--- src/rtl/lut_neuron_pkg.sv ---
// Shared definitions for the runtime-programmable LogicNets neuron LUT.
//   LUT_IN   : neuron input width (table holds 2^LUT_IN one-bit entries)
//   CFG_W    : table entries carried by one configuration word
//   N_WORDS  : configuration words in one complete load
//   state_e  : loader state (IDLE / LOAD / ARMED)
//   bitrev8  : maps a neuron input code to its table entry index and back
package lut_neuron_pkg;

  localparam int LUT_IN  = 8;
  localparam int CFG_W   = 8;
  localparam int N_ENTRY = 1 << LUT_IN;
  localparam int N_WORDS = N_ENTRY / CFG_W;
  localparam int WADDR_W = $clog2(N_WORDS);

  typedef enum logic [1:0] {
    IDLE  = 2'd0,
    LOAD  = 2'd1,
    ARMED = 2'd2
  } state_e;

  // The generator enumerates entries with the neuron code bit-reversed:
  // entry k answers the input code bitrev8(k).
  function automatic logic [7:0] bitrev8(input logic [7:0] x);
    logic [7:0] r;
    for (int i = 0; i < 8; i++) begin
      r[i] = x[7-i];
    end
    return r;
  endfunction

endpackage : lut_neuron_pkg

--- src/rtl/lut_table_256x1.sv ---
// 256 x 1 distributed truth table with a word-wide write port and a
// registered single-bit read port.
//   clk, rst_n : clock, asynchronous active-low reset (read register only)
//   we_i       : write wdata_i into word waddr_i (entries 8*waddr_i + b)
//   waddr_i    : word address
//   wdata_i    : eight table entries, bit b -> entry 8*waddr_i + b
//   re_i       : capture a lookup this cycle
//   raddr_i    : entry index to read
//   rgate_i    : when low the captured lookup result is forced to 0
//   rdata_o    : registered lookup result, holds while re_i is low
module lut_table_256x1
  import lut_neuron_pkg::*;
(
  input  logic               clk,
  input  logic               rst_n,
  input  logic               we_i,
  input  logic [WADDR_W-1:0] waddr_i,
  input  logic [CFG_W-1:0]   wdata_i,
  input  logic               re_i,
  input  logic [LUT_IN-1:0]  raddr_i,
  input  logic               rgate_i,
  output logic               rdata_o
);

  logic [CFG_W-1:0] mem_q [N_WORDS];
  logic             rdata_q;

  // NOTE: the storage array has no reset; clearing it would prevent a
  // distributed-RAM mapping, and stale content is masked by the armed gate.
  always_ff @(posedge clk) begin
    if (we_i) begin
      mem_q[waddr_i] <= wdata_i;
    end
  end

  // Reading the array at the same edge that writes it returns the old
  // entry, giving read-before-write behaviour for colliding accesses.
  always_ff @(posedge clk or negedge rst_n) begin
    if (!rst_n) begin
      rdata_q <= 1'b0;
    end else if (re_i) begin
      rdata_q <= rgate_i & mem_q[raddr_i[LUT_IN-1:3]][raddr_i[2:0]];
    end
  end

  assign rdata_o = rdata_q;

endmodule : lut_table_256x1

--- src/rtl/lut_neuron_loader.sv ---
// Runtime-loadable 8-input / 1-output neuron lookup table.
// A 256-entry truth table is streamed in as 32 eight-bit words over a
// valid/ready port; once a complete, well-formed load has landed the table
// answers lookups with a one-cycle registered latency.
//   clk, rst_n : clock, asynchronous active-low reset
//   cfg_data   : configuration word (8 table entries)
//   cfg_valid  : cfg_data is valid
//   cfg_last   : final word of a load
//   cfg_ready  : word accepted this cycle (never back-pressures)
//   armed      : complete table present, lookups are live
//   cfg_err    : one-cycle pulse after a malformed load word
//   M0         : neuron input code
//   in_valid   : M0 is valid
//   M1         : neuron output
//   out_valid  : M1 is valid
module lut_neuron_loader
  import lut_neuron_pkg::*;
(
  input  logic              clk,
  input  logic              rst_n,
  input  logic [CFG_W-1:0]  cfg_data,
  input  logic              cfg_valid,
  input  logic              cfg_last,
  output logic              cfg_ready,
  output logic              armed,
  output logic              cfg_err,
  input  logic [LUT_IN-1:0] M0,
  input  logic              in_valid,
  output logic              M1,
  output logic              out_valid
);

  state_e             state_q, state_d;
  logic [WADDR_W-1:0] cnt_q, cnt_d;
  logic               err_q, err_d;
  logic               out_valid_q;
  logic [WADDR_W-1:0] waddr;
  logic               accept;

  assign cfg_ready = 1'b1;
  assign accept    = cfg_valid & cfg_ready;
  assign armed     = (state_q == ARMED);

  // NOTE: every combinational output gets a default before the case so no
  // path leaves a signal unassigned, which would otherwise infer a latch.
  always_comb begin
    state_d = state_q;
    cnt_d   = cnt_q;
    err_d   = 1'b0;
    waddr   = '0;
    unique case (state_q)
      // From IDLE or ARMED an accepted word always lands at word 0 and
      // opens a new load; a lone word flagged last is a malformed load.
      IDLE, ARMED: begin
        if (accept) begin
          if (cfg_last) begin
            err_d   = 1'b1;
            state_d = IDLE;
            cnt_d   = '0;
          end else begin
            state_d = LOAD;
            cnt_d   = WADDR_W'(1);
          end
        end
      end
      LOAD: begin
        waddr = cnt_q;
        if (accept) begin
          if (cnt_q == WADDR_W'(N_WORDS - 1)) begin
            cnt_d = '0;
            if (cfg_last) begin
              state_d = ARMED;
            end else begin
              err_d   = 1'b1;
              state_d = IDLE;
            end
          end else if (cfg_last) begin
            err_d   = 1'b1;
            state_d = IDLE;
            cnt_d   = '0;
          end else begin
            cnt_d = cnt_q + WADDR_W'(1);
          end
        end
      end
      default: begin
        state_d = IDLE;
        cnt_d   = '0;
      end
    endcase
  end

  // NOTE: sequential state uses non-blocking assignments so every register
  // samples the pre-edge values regardless of process ordering.
  always_ff @(posedge clk or negedge rst_n) begin
    if (!rst_n) begin
      state_q     <= IDLE;
      cnt_q       <= '0;
      err_q       <= 1'b0;
      out_valid_q <= 1'b0;
    end else begin
      state_q     <= state_d;
      cnt_q       <= cnt_d;
      err_q       <= err_d;
      out_valid_q <= in_valid;
    end
  end

  assign cfg_err   = err_q;
  assign out_valid = out_valid_q;

  // The armed gate is the registered state, so a lookup issued in the
  // cycle a reload is accepted still sees the old, armed table.
  lut_table_256x1 u_table (
    .clk     (clk),
    .rst_n   (rst_n),
    .we_i    (accept),
    .waddr_i (waddr),
    .wdata_i (cfg_data),
    .re_i    (in_valid),
    .raddr_i (bitrev8(M0)),
    .rgate_i (armed),
    .rdata_o (M1)
  );

endmodule : lut_neuron_loader

--- config.mk ---
export PLATFORM = sky130hd
export DESIGN_NAME = lut_neuron_loader
export DESIGN_NICKNAME = d
export VERILOG_FILES = /design/src/rtl/lut_neuron_pkg.sv /design/src/rtl/lut_table_256x1.sv /design/src/rtl/lut_neuron_loader.sv
export SDC_FILE = /design/constraint.sdc
export NUM_CORES = 1
export LEC_CHECK = 0
export ABC_AREA = 1
export CAP_MARGIN = 30
export CORE_MARGIN = 1.5
export CORE_UTILIZATION = 50
export CTS_BUF_LIST = sky130_fd_sc_hd__clkbuf_4 sky130_fd_sc_hd__clkbuf_8 sky130_fd_sc_hd__clkbuf_16
export DETAILED_ROUTE_END_ITERATION = 8
export DONT_BUFFER_PORTS = 1
export HOLD_SLACK_MARGIN = 0.08
export PLACE_DENSITY_LB_ADDON = 0.3
export REMOVE_ABC_BUFFERS = 1
export SETUP_SLACK_MARGIN = 0.1
export SYNTH_ARGS = -nofsm -noshare
export SYNTH_HDL_FRONTEND = slang
export SYNTH_HIERARCHICAL = 1
export SYNTH_SLANG_ARGS = --single-unit
--- constraint.sdc ---
create_clock -name clk -period 4.95 [get_ports clk]
set_input_delay 1.2375 -clock clk [delete_from_list [all_inputs] [get_ports clk]]
set_output_delay 1.2375 -clock clk [all_outputs]
set_load 0.05 [all_outputs]
==> run summary <==
CTS tree: built
DR DRC count: 0
TritonCTS Buffers: 26
Std cell rows: 54
Share of the synthesized area in the top cell type: 0.6909
Number of global-route vias before repair: 6796
Die Wd: 152.2 µm
Wirelength, routed: 24.86 mm
First-pass GRT wire length: 38.36 mm
I/O pin count: 26
Design Power: 4652 µW
# setup viols final: 0
Syn avg cell area: 11.44 µm²
Via count: 7166
Via/cell ratio: 5.715
Setup_tns: 0 ps
Cell taking the most area after synthesis: edfxtp_1
Data required, critical path: 5360 ps
Worst-path fanout max: 129
Final min period: 2897 ps
RSZ-0062 raised after global routing: false
Post-DP HPWL: 14.29 mm
Pwr per Cell Area: 385.5 nW/µm²
DIE AREA: 23160 µm²
GRT Total Usage: 0.2126
Seq/Total Area, Yosys: 0.7134
Final nets: 979
RR Startpoint: state_q[0]
Synthesis-stage register bit count: 266
Synth warnings: 6
Depth of the CTS H-tree: 1
Clock Path Buffers: 3
Reg2reg end: u_table/mem_q[7][2]
N_diodes: 0
Max-Cap Viols: 0
Post-route cell area: 12070 µm²
GPL Wtd Cong: 0.9287
Final hold vios: 0
Placeable Area: 21820 µm²
Max VDD drop: 0.2755 mV
Placement Cell Area: 11220 µm²
Library cells used by synthesis: 22
Postcts setup bufs: 0
Pre-antenna DRT Iters: 5
Slew Limit Headroom: 0.3166
Clock latency on the worst-skew pair: 520 ps
Status: finished clean
Reg2reg setup slack: 2360 ps
Clock transition at path regs: 60 ps
CTS root buf: clkbuf_16
WL/cell: 19.82 µm
Worst Skew: 11.96 ps
Initial Util: 0.5099
CP endpoint kind: flip-flop
Proportion of layout cells with a drive suffix above 1: 0.05955
Synthesized area: 11130 µm²
Static Leak: 0.004345 µW
Largest net degree at the start of global routing: 130
Largest cells by area after synthesis: edfxtp_1 69%, nand3_1 11%, nand2_1 11%
R2r worst-path depth: 6
CTS resizes: 0
Clk sinks: 266
Critical path class: in2reg
Grt ovf: 0
Critical Path AT: 3310 ps
Actual slew at the worst max-slew pin: 1024 ps
Initial antenna violation count: 1
Area grow syn2layout: 8.445%
Fmax: 345.2 MHz
Chip height: 152.2 µm
IO buf count: 0
Worst setup SP type: primary input
Iter 0 DRT Violations: 713
Antenna viol nets, final: 0
HP Class: in2async
CTS Hold Bufs: 0
Period utilization: 0.5852
Max Slew Vio Count: 0
Syn Inst Count: 973
worst max-delay path, cell delays in order:
cell and delay [ps]:
clkinv_2 490, buf_4 470, nand2_1 110, nand3_1 70, nand3_1 150, nand3_1 100, nand2_1 110, nand2_1 70
nand3_1 90, nand3_1 80, nand3_1 80, nand2_1 50, nand2_1 50, nand2_1 40
power breakdown:
| group | switching (µW) | total, µW | internal, µW |
|---|---|---|---|
| sequential | 14.1 | 2500 | 2490 |
| combinational | 141 | 209 | 67.6 |
| clock | 791 | 1940 | 1150 |
| total | 946 | 4650 | 3710 |
cell usage after synthesis (all sizes together):
| master | n |
|---|---|
| edfxtp | 256 |
| nand3 | 255 |
| conb | 1 |
| buf | 44 |
| nand3b | 1 |
| nor2 | 44 |
| nand2 | 317 |
| ha | 4 |
| clkbuf | 9 |
| nand4 | 2 |
| dfrtp | 10 |
| inv | 28 |
| a21oi | 1 |
| o21ai | 1 |
layer usage:
layer / routed length, µm / up-vias / global-route usage
met5: 0 / - / 0
met4: 643 / 0 / 0.06611
met3: 1765 / 54 / 0.03584
met2: 11910 / 273 / 0.3482
met1: 10540 / 3484 / 0.2933
li1: - / 3355 / -
kinds of logic after synthesis:
| group | share of synthesized area |
|---|---|
| AO/OA/AOI/OAI | 0.0008987 |
| adder cells (fa/ha/maj) | 0.004498 |
| other | 0.0003370 |
| flip-flops | 0.7134 |
| buffers and inverters | 0.04014 |
| AND/OR/NAND/NOR | 0.2408 |
placed cells by master (no fill, tap or decap), drive strengths merged:
| master | instances |
|---|---|
| o21ai | 1 |
| conb | 1 |
| dfrtp | 10 |
| nand4 | 2 |
| edfxtp | 256 |
| clkinvlp | 1 |
| nand3b | 1 |
| ha | 4 |
| clkinv | 10 |
| nand3 | 255 |
| nand2 | 317 |
| nor2 | 44 |
| bufinv | 2 |
| clkbuf | 36 |
| a21oi | 1 |
| inv | 27 |
| buf | 6 |
metrics by stage:
| stage | hold WS, ps | std cells | setup WS, ps | utilization |
|---|---|---|---|---|
| floorplan | 469.9 | 920 | 1901 | - |
| global placement | 504.8 | 1204 | 1683 | 0.5124 |
| detailed placement | 520.0 | 1206 | 1678 | 0.5140 |
| CTS | 393.2 | 1254 | 2232 | 0.5529 |
| global route | 385.7 | 1254 | 1971 | 0.5529 |
| finish | 404.7 | 1254 | 2053 | 0.5529 |
worst max-delay path by stage:
stage | slack (ps) | end | from | depth (start not counted)
finish | 2050 | u_table/rdata_o | M0[4] | 14
global route | 1970 | u_table/rdata_o | M0[4] | 14
CTS | 2230 | u_table/rdata_o | M0[4] | 14
detailed placement | 1680 | u_table/rdata_o | M0[4] | 14
global placement | 1680 | u_table/rdata_o | M0[4] | 14
floorplan | 1900 | u_table/rdata_o | M0[4] | 13
cell type report:
type | count | area (µm²)
Clock buffer | 36 | 743.2
Sequential cell | 266 | 7938
Inverter | 28 | 108.9
Multi-Input combinational cell | 626 | 2743
Fill cell | 1750 | 9757
Clock inverter | 12 | 106.4
Timing Repair Buffer | 6 | 77.57
Tap cell | 280 | 350.3
flip-flops by register name, summed over array words and instances, names as in the netlist:
signal           count
u_table/mem_q      256
state_q              2
out_valid            1
cfg_err              1
cnt_q                5
u_table/rdata_o      1
(Power assumes the default switching activity.)
